## src/rtl/romulus_pkg.sv

```systemverilog
// rtl/romulus_pkg.sv - shared kind encodings, block size and FSM states for the Romulus output packer
package romulus_pkg;

   localparam logic [4:0] TAG_BYTES = 5'd16;

   typedef enum logic [1:0] {
      KIND_AD     = 2'b00,
      KIND_DATA   = 2'b01,
      KIND_TAG    = 2'b10,
      KIND_VERIFY = 2'b11
   } kind_e;

   typedef enum logic [1:0] {
      IDLE  = 2'b00,
      RUN   = 2'b01,
      DRAIN = 2'b10
   } state_e;

endpackage

```

## src/rtl/romulus_pdo_packer_if.sv

```systemverilog
// rtl/romulus_pdo_packer_if.sv - byte input stream and word output handshake of the packer
interface romulus_pdo_packer_if;
   logic [7:0]  pdo;
   logic        pdo_vld;
   logic        pdo_rdy;
   logic [31:0] do_data;
   logic        do_valid;
   logic        do_ready;
   logic        do_last;

   modport master (
      output pdo, pdo_vld, do_ready,
      input  pdo_rdy, do_data, do_valid, do_last
   );

   modport slave (
      input  pdo, pdo_vld, do_ready,
      output pdo_rdy, do_data, do_valid, do_last
   );
endinterface

```

## src/rtl/romulus_out_reg.sv

```systemverilog
// rtl/romulus_out_reg.sv - single-entry valid/ready register slice for the 32-bit word and last flag
module romulus_out_reg (
   input  logic        clk,
   input  logic        rst_n,
   input  logic [31:0] in_data,
   input  logic        in_last,
   input  logic        in_valid,
   output logic        in_ready,
   output logic [31:0] out_data,
   output logic        out_last,
   output logic        out_valid,
   input  logic        out_ready
);

   logic [31:0] data_q, data_d;
   logic        last_q, last_d;
   logic        valid_q, valid_d;

   // Accepts when empty or when the held word leaves at this same edge.
   assign in_ready = !valid_q || out_ready;

   always_comb begin
      data_d  = data_q;
      last_d  = last_q;
      valid_d = valid_q;
      if (in_ready) begin
         valid_d = in_valid;
         if (in_valid) begin
            data_d = in_data;
            last_d = in_last;
         end
      end
   end

   always_ff @(posedge clk or negedge rst_n) begin
      if (!rst_n) begin
         data_q  <= 32'h0;
         last_q  <= 1'b0;
         valid_q <= 1'b0;
      end else begin
         data_q  <= data_d;
         last_q  <= last_d;
         valid_q <= valid_d;
      end
   end

   assign out_data  = data_q;
   assign out_last  = last_q;
   assign out_valid = valid_q;

endmodule

```

## src/rtl/romulus_pdo_packer.sv

```systemverilog
// rtl/romulus_pdo_packer.sv - packs state output bytes big-endian into 32-bit words and checks tags
module romulus_pdo_packer
   import romulus_pkg::*;
(
   input  logic                 clk,
   input  logic                 rst_n,
   romulus_pdo_packer_if.slave  bus,
   input  logic                 blk_start,
   input  logic [1:0]           blk_kind,
   input  logic [4:0]           blk_len,
   input  logic                 blk_last,
   output logic                 busy,
   output logic                 auth_valid,
   output logic                 auth_fail
);

   state_e      state_q, state_d;
   kind_e       kind_q, kind_d;
   logic [4:0]  len_q, len_d;
   logic        last_q, last_d;
   logic [3:0]  cnt_q, cnt_d;
   logic [7:0]  acc_q, acc_d;
   logic [31:0] asm_q, asm_d;
   logic        wpend_q, wpend_d;
   logic        wlast_q, wlast_d;
   logic        auth_valid_q, auth_valid_d;
   logic        auth_fail_q, auth_fail_d;

   logic [4:0]  len_eff;
   logic        word_kind;
   logic        accept;
   logic        in_len;
   logic        final_byte;
   logic        take;
   logic        word_done;
   logic        blk_end;
   logic [31:0] asm_nxt;
   logic        push_valid;
   logic [31:0] push_data;
   logic        push_last;
   logic        push_ready;
   logic        out_valid;

   assign len_eff    = (kind_q == KIND_DATA) ? len_q : TAG_BYTES;
   assign word_kind  = (kind_q == KIND_DATA) || (kind_q == KIND_TAG);
   assign accept     = (state_q == RUN) && !wpend_q && bus.pdo_vld;
   assign in_len     = ({1'b0, cnt_q} < len_eff);
   assign final_byte = ({1'b0, cnt_q} == (len_eff - 5'd1));
   assign take       = accept && word_kind && in_len;
   assign word_done  = take && ((cnt_q[1:0] == 2'b11) || final_byte);
   assign blk_end    = accept && (cnt_q == 4'(TAG_BYTES - 5'd1));

   // Byte slot follows the byte index, so a short final word is zero-padded for free.
   always_comb begin
      asm_nxt = asm_q;
      case (cnt_q[1:0])
         2'd0: asm_nxt = {bus.pdo, 24'h0};
         2'd1: asm_nxt = {asm_q[31:24], bus.pdo, 16'h0};
         2'd2: asm_nxt = {asm_q[31:16], bus.pdo, 8'h0};
         default: asm_nxt = {asm_q[31:8], bus.pdo};
      endcase
   end

   // A waiting word always has priority; no new byte can complete one meanwhile.
   assign push_valid = wpend_q || word_done;
   assign push_data  = wpend_q ? asm_q : asm_nxt;
   assign push_last  = wpend_q ? wlast_q : (last_q && final_byte);

   romulus_out_reg u_out_reg (
      .clk       (clk),
      .rst_n     (rst_n),
      .in_data   (push_data),
      .in_last   (push_last),
      .in_valid  (push_valid),
      .in_ready  (push_ready),
      .out_data  (bus.do_data),
      .out_last  (bus.do_last),
      .out_valid (out_valid),
      .out_ready (bus.do_ready)
   );

   always_comb begin
      state_d      = state_q;
      kind_d       = kind_q;
      len_d        = len_q;
      last_d       = last_q;
      cnt_d        = cnt_q;
      acc_d        = acc_q;
      asm_d        = take ? asm_nxt : asm_q;
      wpend_d      = wpend_q;
      wlast_d      = wlast_q;
      auth_valid_d = 1'b0;
      auth_fail_d  = 1'b0;

      if (wpend_q && push_ready) begin
         wpend_d = 1'b0;
      end else if (word_done && !push_ready) begin
         wpend_d = 1'b1;
         wlast_d = last_q && final_byte;
      end

      if (accept && (kind_q == KIND_VERIFY)) begin
         acc_d = acc_q | bus.pdo;
      end

      case (state_q)
         IDLE: begin
            if (blk_start) begin
               kind_d  = kind_e'(blk_kind);
               len_d   = blk_len;
               last_d  = blk_last;
               cnt_d   = 4'h0;
               acc_d   = 8'h0;
               asm_d   = 32'h0;
               state_d = RUN;
            end
         end
         RUN: begin
            if (accept) begin
               cnt_d = cnt_q + 4'h1;
            end
            if (blk_end) begin
               state_d = word_kind ? DRAIN : IDLE;
               if (kind_q == KIND_VERIFY) begin
                  auth_valid_d = 1'b1;
                  auth_fail_d  = ((acc_q | bus.pdo) != 8'h0);
               end
            end
         end
         DRAIN: begin
            if (!wpend_q && !out_valid) begin
               state_d = IDLE;
            end
         end
         default: state_d = IDLE;
      endcase
   end

   always_ff @(posedge clk or negedge rst_n) begin
      if (!rst_n) begin
         state_q      <= IDLE;
         kind_q       <= KIND_AD;
         len_q        <= 5'h0;
         last_q       <= 1'b0;
         cnt_q        <= 4'h0;
         acc_q        <= 8'h0;
         asm_q        <= 32'h0;
         wpend_q      <= 1'b0;
         wlast_q      <= 1'b0;
         auth_valid_q <= 1'b0;
         auth_fail_q  <= 1'b0;
      end else begin
         state_q      <= state_d;
         kind_q       <= kind_d;
         len_q        <= len_d;
         last_q       <= last_d;
         cnt_q        <= cnt_d;
         acc_q        <= acc_d;
         asm_q        <= asm_d;
         wpend_q      <= wpend_d;
         wlast_q      <= wlast_d;
         auth_valid_q <= auth_valid_d;
         auth_fail_q  <= auth_fail_d;
      end
   end

   assign bus.pdo_rdy  = (state_q == RUN) && !wpend_q;
   assign bus.do_valid = out_valid;
   assign busy         = (state_q != IDLE);
   assign auth_valid   = auth_valid_q;
   assign auth_fail    = auth_fail_q;

endmodule

```

## src/flat_wrapper.sv

```systemverilog
// flat-port wrapper written by rule: the top's interface ports become plain ports
module romulus_pdo_packer_flat import romulus_pkg::*;
  (clk, rst_n, blk_start, blk_kind, blk_len, blk_last, busy, auth_valid, auth_fail, bus_pdo, bus_pdo_vld, bus_do_ready, bus_pdo_rdy, bus_do_data, bus_do_valid, bus_do_last);
  romulus_pdo_packer_if bus_i ();
  input  logic clk;
  input  logic rst_n;
  input  logic blk_start;
  input  logic [1:0] blk_kind;
  input  logic [4:0] blk_len;
  input  logic blk_last;
  output logic busy;
  output logic auth_valid;
  output logic auth_fail;
  input wire logic [$bits(bus_i.pdo)-1:0] bus_pdo;
  input wire logic [$bits(bus_i.pdo_vld)-1:0] bus_pdo_vld;
  input wire logic [$bits(bus_i.do_ready)-1:0] bus_do_ready;
  output wire logic [$bits(bus_i.pdo_rdy)-1:0] bus_pdo_rdy;
  output wire logic [$bits(bus_i.do_data)-1:0] bus_do_data;
  output wire logic [$bits(bus_i.do_valid)-1:0] bus_do_valid;
  output wire logic [$bits(bus_i.do_last)-1:0] bus_do_last;
  assign bus_i.pdo = bus_pdo;
  assign bus_i.pdo_vld = bus_pdo_vld;
  assign bus_i.do_ready = bus_do_ready;
  assign bus_pdo_rdy = bus_i.pdo_rdy;
  assign bus_do_data = bus_i.do_data;
  assign bus_do_valid = bus_i.do_valid;
  assign bus_do_last = bus_i.do_last;
  romulus_pdo_packer u_core (.clk(clk), .rst_n(rst_n), .bus(bus_i), .blk_start(blk_start), .blk_kind(blk_kind), .blk_len(blk_len), .blk_last(blk_last), .busy(busy), .auth_valid(auth_valid), .auth_fail(auth_fail));
endmodule
```

## config.mk

```make
export PLATFORM = sky130hd
export DESIGN_NAME = romulus_pdo_packer_flat
export DESIGN_NICKNAME = d
export VERILOG_FILES = /design/src/rtl/romulus_pkg.sv /design/src/rtl/romulus_pdo_packer_if.sv /design/src/rtl/romulus_out_reg.sv /design/src/rtl/romulus_pdo_packer.sv /design/src/flat_wrapper.sv
export SDC_FILE = /design/constraint.sdc
export NUM_CORES = 1
export LEC_CHECK = 0
export CELL_PAD_IN_SITES_DETAIL_PLACEMENT = 1
export CELL_PAD_IN_SITES_GLOBAL_PLACEMENT = 1
export CORE_ASPECT_RATIO = 0.8
export CORE_MARGIN = 2
export CORE_UTILIZATION = 25
export DETAILED_ROUTE_END_ITERATION = 7
export PLACE_DENSITY_LB_ADDON = 0.05
export SLEW_MARGIN = 20
export SYNTH_ARGS = -nofsm -noshare
export SYNTH_HDL_FRONTEND = slang
export SYNTH_SLANG_ARGS = --single-unit
```

## constraint.sdc

```tcl
create_clock -name clk -period 5.5 [get_ports clk]
set_input_delay 1.1 -clock clk [delete_from_list [all_inputs] [get_ports clk]]
set_output_delay 1.1 -clock clk [all_outputs]
set_load 0.03 [all_outputs]
```

==> flow_summary.toml, run 1 <==
[detailed_routing]
first_iter_violations = 158
vias = 3499
viasPerCell = 4.68
drc_errors = 0
drt_first_pass_iters = 4
wl_per_cell_um = 18.4
postRouteAntennaNets = 0
wirelength_mm = 13.8

[status]
outcome = "completed"

[worst_setup_path]
worstPathMaxFanout = 17
crit_start = "u_core.kind_q[1]$_DFFE_PN0P_"
rr_endpoint = "u_core.u_out_reg.out_data[31]$_DFFE_PN0P_"
path_cells = "inv_1, ha_1, nand2_1, ha_1, a21oi_1, a21oi_1, o31ai_1, a41oi_4, buf_4, mux2_2"
slowest_stage = "a41oi_4"
cpPeakStageDelay_ns = 0.77
reg2reg_depth = 10
r2r_start = "u_core.kind_q[1]$_DFFE_PN0P_"
end_kind = "flip-flop"
worst_setup_path_start_kind = "flip-flop"
cp.required_ns = 5.73
crit_type = "reg -> reg"
arrival_ns = 4.31
reg2reg_setup_slack_ns = 1.42

[logic_synthesis]
yosys.cell_types.count = 49
synth.most_common_cell = "dfrtp_1"
syn_inst = 450
yosys_warnings = 0
yosys-top-cells-count = "dfrtp_1 (92), nand2_1 (50), a21oi_1 (45)"
ys_ff_latch = 92
synth_ff_type = "dfrtp_1"
synth_edf_count = 0
synthTopCellsByArea = "dfrtp_1 (48%), mux2_4 (9.4%), a21oi_1 (4.7%), nand2_1 (3.9%), nand3_1 (3.6%)"
syn_avg_cell_area_um2 = 10.6
syn_area_mm2 = 0.00477
synth_top_area_share_pct = 48.3
ys_seq_area_share_pct = 48.3
yosysTopAreaCell = "dfrtp_1"
async_flop_share_pct = 100
synthesis.nets = 481

[sta]
skew_ns = 0.00586
tightest_slew_ns = 0.893
hold_viol_final = 0
finalMaxSlewViolations = 0
fin_setup_tns_ns = 0
rsz0062_at_grt = "no"
period_minus_slack_ns = 4.08
period_share_pct = 74.1
setup_viol = 0
max_freq_mhz = 245
slew_headroom_pct = 40.3

[min_path]
hp-start = "u_core.acc_q[3]$_DFF_PN0_"
min_path_type = "reg -> reg"
holdPathEnd = "u_core.acc_q[3]$_DFF_PN0_"
min_path_cells = 2

[global_routing]
grt_pass1_vias = 3841
grt.total_usage_pct = 14.6
grt_max_degree = 63
overflow = 0
antenna_found_initial = 0
busiest_layer = "met2"
use_met1_pct = 20.9
grt_pass1_wl_mm = 22.1
met3_usage_pct = 3.43
grt_use_met2_pct = 22.0

[place]
io_buffers = 58
dpl_cell_area_mm2 = 0.00547
hpwlAfterDp_mm = 9.08
gp_congestion = 0.718

[pwr]
ir_drop_uv = 137
leakagePower_nw = 2.47
powerDensity_mw_per_mm2 = 602

[die]
core_mm2 = 0.0189
rows = 45
dieHeight_um = 128
initial_utilization_pct = 25.3
ios = 59
die_w_um = 158
dieArea_mm2 = 0.0202

[clock_tree]
cts_tree = "yes"
clk_latency_ns = 0.35
cts_hold_buf = 0
cts_root_buf = "clkbuf_16"
clockBufferDepth = 2
clock-sinks = 92
cts_setup_buffers = 0
clk_pin_slew_ns = 0.07
cts_resized = 0
h-tree-depth = 3
numCtsBuffers = 9

[flow_run]
timing.max_cap.violations = 0

[final_layout]
antennaDiodeCount = 0
design_area_mm2 = 0.00580
num-nets-final = 518
areaGrowthSynthToFinish_pct = 21.6
drive_gt1_share_pct = 15.5
==> layout by cell type, fill, tap and decap left out, types with 9 or more instances in the layout <==
master           instances
a22o_1                  16
nand3_1                 34
clkbuf_16                9
ha_1                    10
nand2b_1                19
nand2_1                 50
a21oi_1                 45
dfrtp_1                 92
mux2_4                  30
nor2_1                  17
o21ai_0                 30
clkdlybuf4s50_1         57
mux2_2                   9
==> registers in the layout, indices dropped and copies added, names as in the netlist <==
signal and cells:
u_core.last_q 1, u_core.kind_q 2, u_core.u_out_reg.out_valid 1, u_core.wpend_q 1, u_core.acc_q 8, u_core.u_out_reg.out_data 32
u_core.len_q 5, u_core.auth_fail 1, u_core.asm_q 32, u_core.auth_valid 1, u_core.wlast_q 1, u_core.u_out_reg.out_last 1
u_core.state_q 2, u_core.cnt_q 4
==> cell type report <==
cell class	instances	area (um^2)
Multi-Input combinational cell	314	2210
Inverter	7	26.3
Sequential cell	92	2300
Fill cell	2115	13100
Clock buffer	11	253
Tap cell	258	323
Timing Repair Buffer	63	623
Clock inverter	2	60.1
==> where the power goes <==
| group | internal, mW | switching (mW) |
|---|---|---|
| Clock | 0.416 | 0.270 |
| Sequential | 0.934 | 0.202 |
| Combinational | 0.711 | 0.958 |
==> stage by stage <==
stage	util [%]	setup WS (ns)	total power, mW	cells	hold slack [ns]
after detailed placement	29.0	1.35	2.83	733	0.494
after floorplan	-	2.70	2.27	450	0.463
after global placement	29.0	1.46	2.80	733	0.483
after global routing	30.7	1.14	3.74	747	0.524
final	30.7	1.42	3.49	747	0.504
after CTS	30.7	1.39	3.54	746	0.510
==> worst max-delay path: cells and delay by family (launching register included) <==
family / cells / cell delay, ns
mux: 1 / 0.38
flops: 1 / 0.38
compound gates: 4 / 1.79
buf+inv: 2 / 0.53
fa+ha+maj: 2 / 0.74
simple gates: 1 / 0.12
==> worst max-delay path by stage <==
stage / endpoint
CTS: u_core.u_out_reg.out_data[31]$_DFFE_PN0P_
floorplan: u_core.u_out_reg.out_data[10]$_DFFE_PN0P_
global route: u_core.u_out_reg.out_data[31]$_DFFE_PN0P_
detailed placement: u_core.u_out_reg.out_data[25]$_DFFE_PN0P_
global placement: u_core.u_out_reg.out_data[24]$_DFFE_PN0P_
finish: u_core.u_out_reg.out_data[31]$_DFFE_PN0P_
==> layer usage <==
| metal | share of wire, % | up-vias |
|---|---|---|
| met2 | 44 | 56 |
| met4 | 1.0 | 0 |
| met5 | 0 | - |
| met3 | 3.0 | 10 |
| met1 | 52 | 1780 |
| li1 | - | 1653 |
==> cells by family (layout without fill, tap and decap cells) <==
logic type | after synthesis | count (layout) | share of synthesized area [%]
simple gates | 155 | 155 | 16.9
compound gates | 106 | 106 | 13.9
flops | 92 | 92 | 48.3
buf+inv | 44 | 83 | 6.01
mux | 39 | 39 | 11.6
fa+ha+maj | 10 | 10 | 2.62
xor+xnor | 4 | 4 | 0.735
(Power assumes the default switching activity.)
==> run 2: changes to the inputs <==
==> constraint.sdc (replaced) <==
create_clock -name clk -period 3.75 [get_ports clk]
set_input_delay 0.75 -clock clk [delete_from_list [all_inputs] [get_ports clk]]
set_output_delay 0.75 -clock clk [all_outputs]
set_load 0.03 [all_outputs]
==> run 2 against run 1 <==
Setup slack worse by 0.97 ns. Clock power up 51%. Routed wire length down 0.42%. Cell count up 1.2%. Core utilization up 0.39 points.
==> flow_summary.toml, run 2 (synthesis gave the netlist of run 1 again) <==
[pwr]
powerDensity_mw_per_mm2 = 880
leakagePower_nw = 2.52
ir_drop_uv = 238

[place]
io_buffers = 58
dp_cells = 740
hpwlAfterDp_mm = 9.06
gp_congestion = 0.709
dpl_cell_area_mm2 = 0.00554

[final_layout]
finalNonFillerCells = 756
drive_gt1_share_pct = 16.9
areaGrowthSynthToFinish_pct = 23.1
nFillCells = 2094
num-nets-final = 524
layout_commonest_cell = "dfrtp_1"
mostFrequentLayoutCells = "dfrtp_1 (92), clkdlybuf4s50_1 (57), nand2_1 (50)"
design_area_mm2 = 0.00587
antennaDiodeCount = 0

[worst_setup_path]
crit_type = "reg -> reg"
arrival_ns = 3.52
worst_setup_path_start_kind = "flip-flop"
r2r_start = "u_core.kind_q[1]$_DFFE_PN0P_"
end_kind = "flip-flop"
worstPathMaxFanout = 17
cp.required_ns = 3.98
crit_start = "u_core.kind_q[1]$_DFFE_PN0P_"

[clock_tree]
cts_setup_buffers = 0
h-tree-depth = 3
clock-sinks = 92
cts_resized = 0
cts_tree = "yes"
clk_pin_slew_ns = 0.07
cts_root_buf = "clkbuf_16"
clk_latency_ns = 0.35
cts_hold_buf = 0
clockBufferDepth = 2
numCtsBuffers = 9

[detailed_routing]
postRouteAntennaNets = 0
wirelength_mm = 13.7
first_iter_violations = 139
drc_errors = 0
viasPerCell = 4.66
drt_first_pass_iters = 5
vias = 3524
wl_per_cell_um = 18.1

[sta]
period_share_pct = 87.8
max_freq_mhz = 304
slew_headroom_pct = 51.5
fin_setup_tns_ns = 0
period_minus_slack_ns = 3.29
hold_viol_final = 0
tightest_slew_ns = 0.727
rsz0062_at_grt = "no"
finalMaxSlewViolations = 0
setup_viol = 0
skew_ns = 0.00816

[global_routing]
grt_max_degree = 53
grt_pass1_wl_mm = 22.4
grt.total_usage_pct = 14.7
grt_pass1_vias = 3925
antenna_found_initial = 0
overflow = 0

[status]
outcome = "completed"

[die]
dieHeight_um = 128
initial_utilization_pct = 25.3
ios = 59
die_w_um = 158
core_mm2 = 0.0189
rows = 45
dieArea_mm2 = 0.0202

[min_path]
min_path_type = "in -> async"

[flow_run]
timing.max_cap.violations = 0
## run 2: cell count changes in the layout (fill, tap and decap cells not counted), sizes merged
cell / previous run / this run
clkinv: 0 / 2
buf: 6 / 12
clkbuf: 11 / 12
## run 2: worst max-delay path, cell delays in order (launching register included)
cell	delay [ns]
dfrtp_1	0.38
inv_1	0.08
ha_1	0.42
nand2_1	0.12
ha_1	0.33
a21oi_1	0.07
a21oi_1	0.59
o31ai_1	0.24
a41oi_4	0.21
buf_4	0.35
mux2_2	0.37
## run 2: report_power, final
group | switching, mW | leakage [nW] | internal (mW)
logic | 1.40 | 1.14 | 1.07
clock network | 0.399 | 0.169 | 0.637
registers | 0.290 | 1.21 | 1.37
## run 2: worst paths after layout
kind	to	slack, ns	cells past startpoint
worst max-delay path	u_core.u_out_reg.out_data[31]$_DFFE_PN0P_	0.46	10
max in group asynchronous	u_core.asm_q[28]$_DFF_PN0_	2.63	2
worst max register to register	u_core.u_out_reg.out_data[31]$_DFFE_PN0P_	0.46	10
worst min-delay path	u_core.u_out_reg.out_data[6]$_DFFE_PN0P_	0.42	1
min in group clk	u_core.acc_q[0]$_DFF_PN0_	0.51	2
worst min register to register	u_core.acc_q[0]$_DFF_PN0_	0.51	2
## run 2: metal layers
layer	vias up	GRT usage [%]	share of wire, %
met5	-	0	0
met1	1778	20.6	49
met2	68	23.0	45
met3	12	3.19	4.3
met4	0	4.13	1.3
li1	1666	-	-
## run 2: area by class of cell
cell class | instances | area, um^2 | area share, %
tap | 258 | 323 | 5.50
clock buffer | 12 | 267 | 4.54
timing repair buffer | 69 | 686 | 11.7
inverter | 7 | 26.3 | 0.447
clock inverter | 4 | 70.1 | 1.19
sequential | 92 | 2300 | 39.2
multi-input combinational | 314 | 2200 | 37.4
## run 2: per-stage QoR
stage	total power, mW	util (%)	setup slack, ns	hold slack, ns
3_5_place_dp	4.20	29.3	0.461	0.494
6_report	5.17	31.1	0.457	0.421
3_3_place_gp	4.14	29.3	0.507	0.480
5_1_grt	5.55	31.1	0.168	0.458
2_1_floorplan	3.33	-	1.06	0.454
4_1_cts	5.25	31.1	0.453	0.440
==> run 3: changes to the inputs <==
--- a/config.mk
+++ b/config.mk
@@ -5,6 +5,7 @@
 export SDC_FILE = /design/constraint.sdc
 export NUM_CORES = 1
 export LEC_CHECK = 0
+export ABC_AREA = 1
 export CELL_PAD_IN_SITES_DETAIL_PLACEMENT = 1
 export CELL_PAD_IN_SITES_GLOBAL_PLACEMENT = 1
 export CORE_ASPECT_RATIO = 0.8
==> constraint.sdc (replaced) <==
create_clock -name clk -period 3.75 [get_ports clk]
set_input_delay 0.9375 -clock clk [delete_from_list [all_inputs] [get_ports clk]]
set_output_delay 0.9375 -clock clk [all_outputs]
set_load 0.03 [all_outputs]
==> run 3 against run 2 <==
Combinational power shrank 14%. Largest cell class unchanged. Maximum frequency grew 16%. Non-clock buffer count decreased by 5. Highest routed layer unchanged.
==> flow_summary.toml, run 3 <==
[die]
dieArea_mm2 = 0.0199
ios = 59
initial_utilization_pct = 25.7
die_w_um = 157
rows = 44
core_mm2 = 0.0183
dieHeight_um = 127

[final_layout]
layout_commonest_cell = "nand2_1"
mostFrequentLayoutCells = "nand2_1 (156), dfrtp_1 (92), o21ai_0 (70)"
areaGrowthSynthToFinish_pct = 23.1
design_area_mm2 = 0.00579
postLayoutCoreUtil_pct = 31.7
num-nets-final = 661
antennaDiodeCount = 0
drive_gt1_share_pct = 6.93

[worst_setup_path]
crit_type = "reg -> reg"
cp.required_ns = 3.99
arrival_ns = 3.09
worstPathMaxFanout = 18
end_kind = "flip-flop"
slowest_stage = "clkinv_1"
worst_setup_path_start_kind = "flip-flop"
cp_common_cell = "nand2_1"
path_cells = "ha_1, clkinv_1, nand2_1, o22ai_1, nand2_1, o21ai_0, nand3_1, nand2_1"
cpPeakStageDelay_ns = 0.68

[pwr]
p_switching_mw = 2.03
p_comb_share_pct = 45.5
powerDensity_mw_per_mm2 = 804
switching_share_pct = 43.6
p_seq_share_pct = 33.6
pwr-share-clk_pct = 20.9
leakagePower_nw = 2.66
ir_drop_uv = 218
p_int_mw = 2.62

[flow_run]
timing.max_cap.violations = 0

[logic_synthesis]
synthSimpleGateAreaFrac_pct = 24.1
synth_top_family_by_area = "simple AND/OR/NAND/NOR gates"
syn_avg_cell_area_um2 = 8.02
synthXorXnorAreaFrac_pct = 0
synthAdderAreaFrac_pct = 2.66
synth_compound_area_share_pct = 16.3
yosys-top-cells-count = "nand2_1 (156), dfrtp_1 (92), o21ai_0 (70)"
synth_edf_count = 0
synthMuxAreaShare_pct = 0
syn_inst = 586
synthesis.nets = 617
ys_ff_latch = 92
syn_area_mm2 = 0.00470
ys_seq_area_share_pct = 49.0
yosysTopAreaCell = "dfrtp_1"
synth_ff_type = "dfrtp_1"
synth.most_common_cell = "nand2_1"
yosys.cell_types.count = 29
yosys_warnings = 0
synth_top_area_share_pct = 49.0
synthTopCellsByArea = "dfrtp_1 (49%), nand2_1 (12%), o21ai_0 (7.5%), nand3_1 (5.0%), a21oi_1 (4.7%)"
async_flop_share_pct = 100

[sta]
slew_headroom_pct = 43.4
max_freq_mhz = 352
period_minus_slack_ns = 2.84
skew_ns = 0.00578
fin_setup_tns_ns = 0
hold_viol_final = 0
finalMaxSlewViolations = 0
period_share_pct = 75.8
rsz0062_at_grt = "no"
tightest_slew_ns = 0.848
setup_viol = 0

[min_path]
min_path_type = "reg -> reg"

[clock_tree]
cts_root_buf = "clkbuf_16"
cts_tree = "yes"
clock-sinks = 92
h-tree-depth = 3
numCtsBuffers = 9
cts_resized = 0
clk_pin_slew_ns = 0.07
clk_latency_ns = 0.35
cts_hold_buf = 0
cts_setup_buffers = 0
clockBufferDepth = 2

[place]
dpl_cell_area_mm2 = 0.00548
io_buffers = 58
gp_congestion = 0.776
hpwlAfterDp_mm = 10.3

[detailed_routing]
drt_first_pass_iters = 5
first_iter_violations = 240
viasPerCell = 4.64
wirelength_mm = 14.9
wl_per_cell_um = 16.8
postRouteAntennaNets = 0
vias = 4121
drc_errors = 0

[global_routing]
grt_pass1_vias = 4176
grt.total_usage_pct = 15.7
antenna_found_initial = 0
grt_max_degree = 93
overflow = 0
grt_pass1_wl_mm = 24.0

[status]
outcome = "completed"
## run 3: cell types whose count changed after synthesis, moves of 9 or more
cell | before | now
nand2_1 | 50 | 156
inv_1 | 7 | 48
o21ai_0 | 30 | 70
mux2_4 | 30 | 0
o22ai_1 | 1 | 24
nand2b_1 | 19 | 0
a22o_1 | 16 | 0
nand3_1 | 34 | 47
nand2_2 | 0 | 12
buf_6 | 14 | 5
mux2_2 | 9 | 0
## run 3: power groups by stage
stage	Sequential, mW	Clock [mW]	Combinational, mW
after floorplan	1.83	0	1.08
after global placement	1.58	0	2.09
after detailed placement	1.59	0	2.13
after CTS	1.57	1.01	2.14
after global routing	1.62	1.05	2.37
final	1.56	0.970	2.12
## run 3: per-layer routing
layer	wire [um]	GRT usage [%]
met2	5990	21.0
met4	48	3.69
met1	8190	25.3
met5	0	0
met3	677	3.42
## run 3: per-stage QoR
| step | instances | hold WS [ns] | setup WS (ns) | total power, mW |
|---|---|---|---|---|
| floorplan | 586 | 0.463 | 1.47 | 2.91 |
| global route | 888 | 0.504 | 0.612 | 5.05 |
| detailed placement | 872 | 0.462 | 0.838 | 3.72 |
| finish | 888 | 0.475 | 0.906 | 4.65 |
| CTS | 888 | 0.481 | 0.883 | 4.72 |
| global placement | 872 | 0.455 | 0.878 | 3.67 |
## run 3: logic make-up (layout without fill, tap and decap cells)
kind of cell             after synthesis  in the layout
AND/OR/NAND/NOR                      256            256
AO/OA/AOI/OAI                        144            144
flip-flops                            92             92
buffers and inverters                 84            133
adder cells (fa/ha/maj)               10             10
## run 3: cell type report
type,instances,area (um^2)
well taps,253,317
clock buffers,9,225
fillers,2206,12500
clock inverters,7,82.6
repair buffers,64,636
inverters,53,199
multi-input cells,410,2020
flip-flops and latches,92,2300
## run 3: worst max-delay path: cells and delay by family (launching register included)
family	cells	cell delay, ns
AND/OR/NAND/NOR	4	0.70
AO/OA/AOI/OAI	2	0.37
buffers and inverters	1	0.68
adder cells (fa/ha/maj)	1	0.51
flip-flops	1	0.46
## run 3: worst paths after layout
kind | slack [ns] | cells past startpoint | end | from
hold / removal | 0.47 | 2 | u_core.u_out_reg.out_data[16]$_DFFE_PN0P_ | u_core.u_out_reg.out_data[16]$_DFFE_PN0P_
max in group asynchronous | 2.71 | 2 | u_core.asm_q[19]$_DFF_PN0_ | rst_n
setup reg to reg | 0.91 | 8 | u_core.u_out_reg.out_data[12]$_DFFE_PN0P_ | u_core.cnt_q[1]$_DFFE_PN0P_
setup / recovery | 0.91 | 8 | u_core.u_out_reg.out_data[12]$_DFFE_PN0P_ | u_core.cnt_q[1]$_DFFE_PN0P_
min in group asynchronous | 0.64 | 2 | u_core.u_out_reg.out_data[5]$_DFFE_PN0P_ | rst_n
hold reg to reg | 0.47 | 2 | u_core.u_out_reg.out_data[16]$_DFFE_PN0P_ | u_core.u_out_reg.out_data[16]$_DFFE_PN0P_
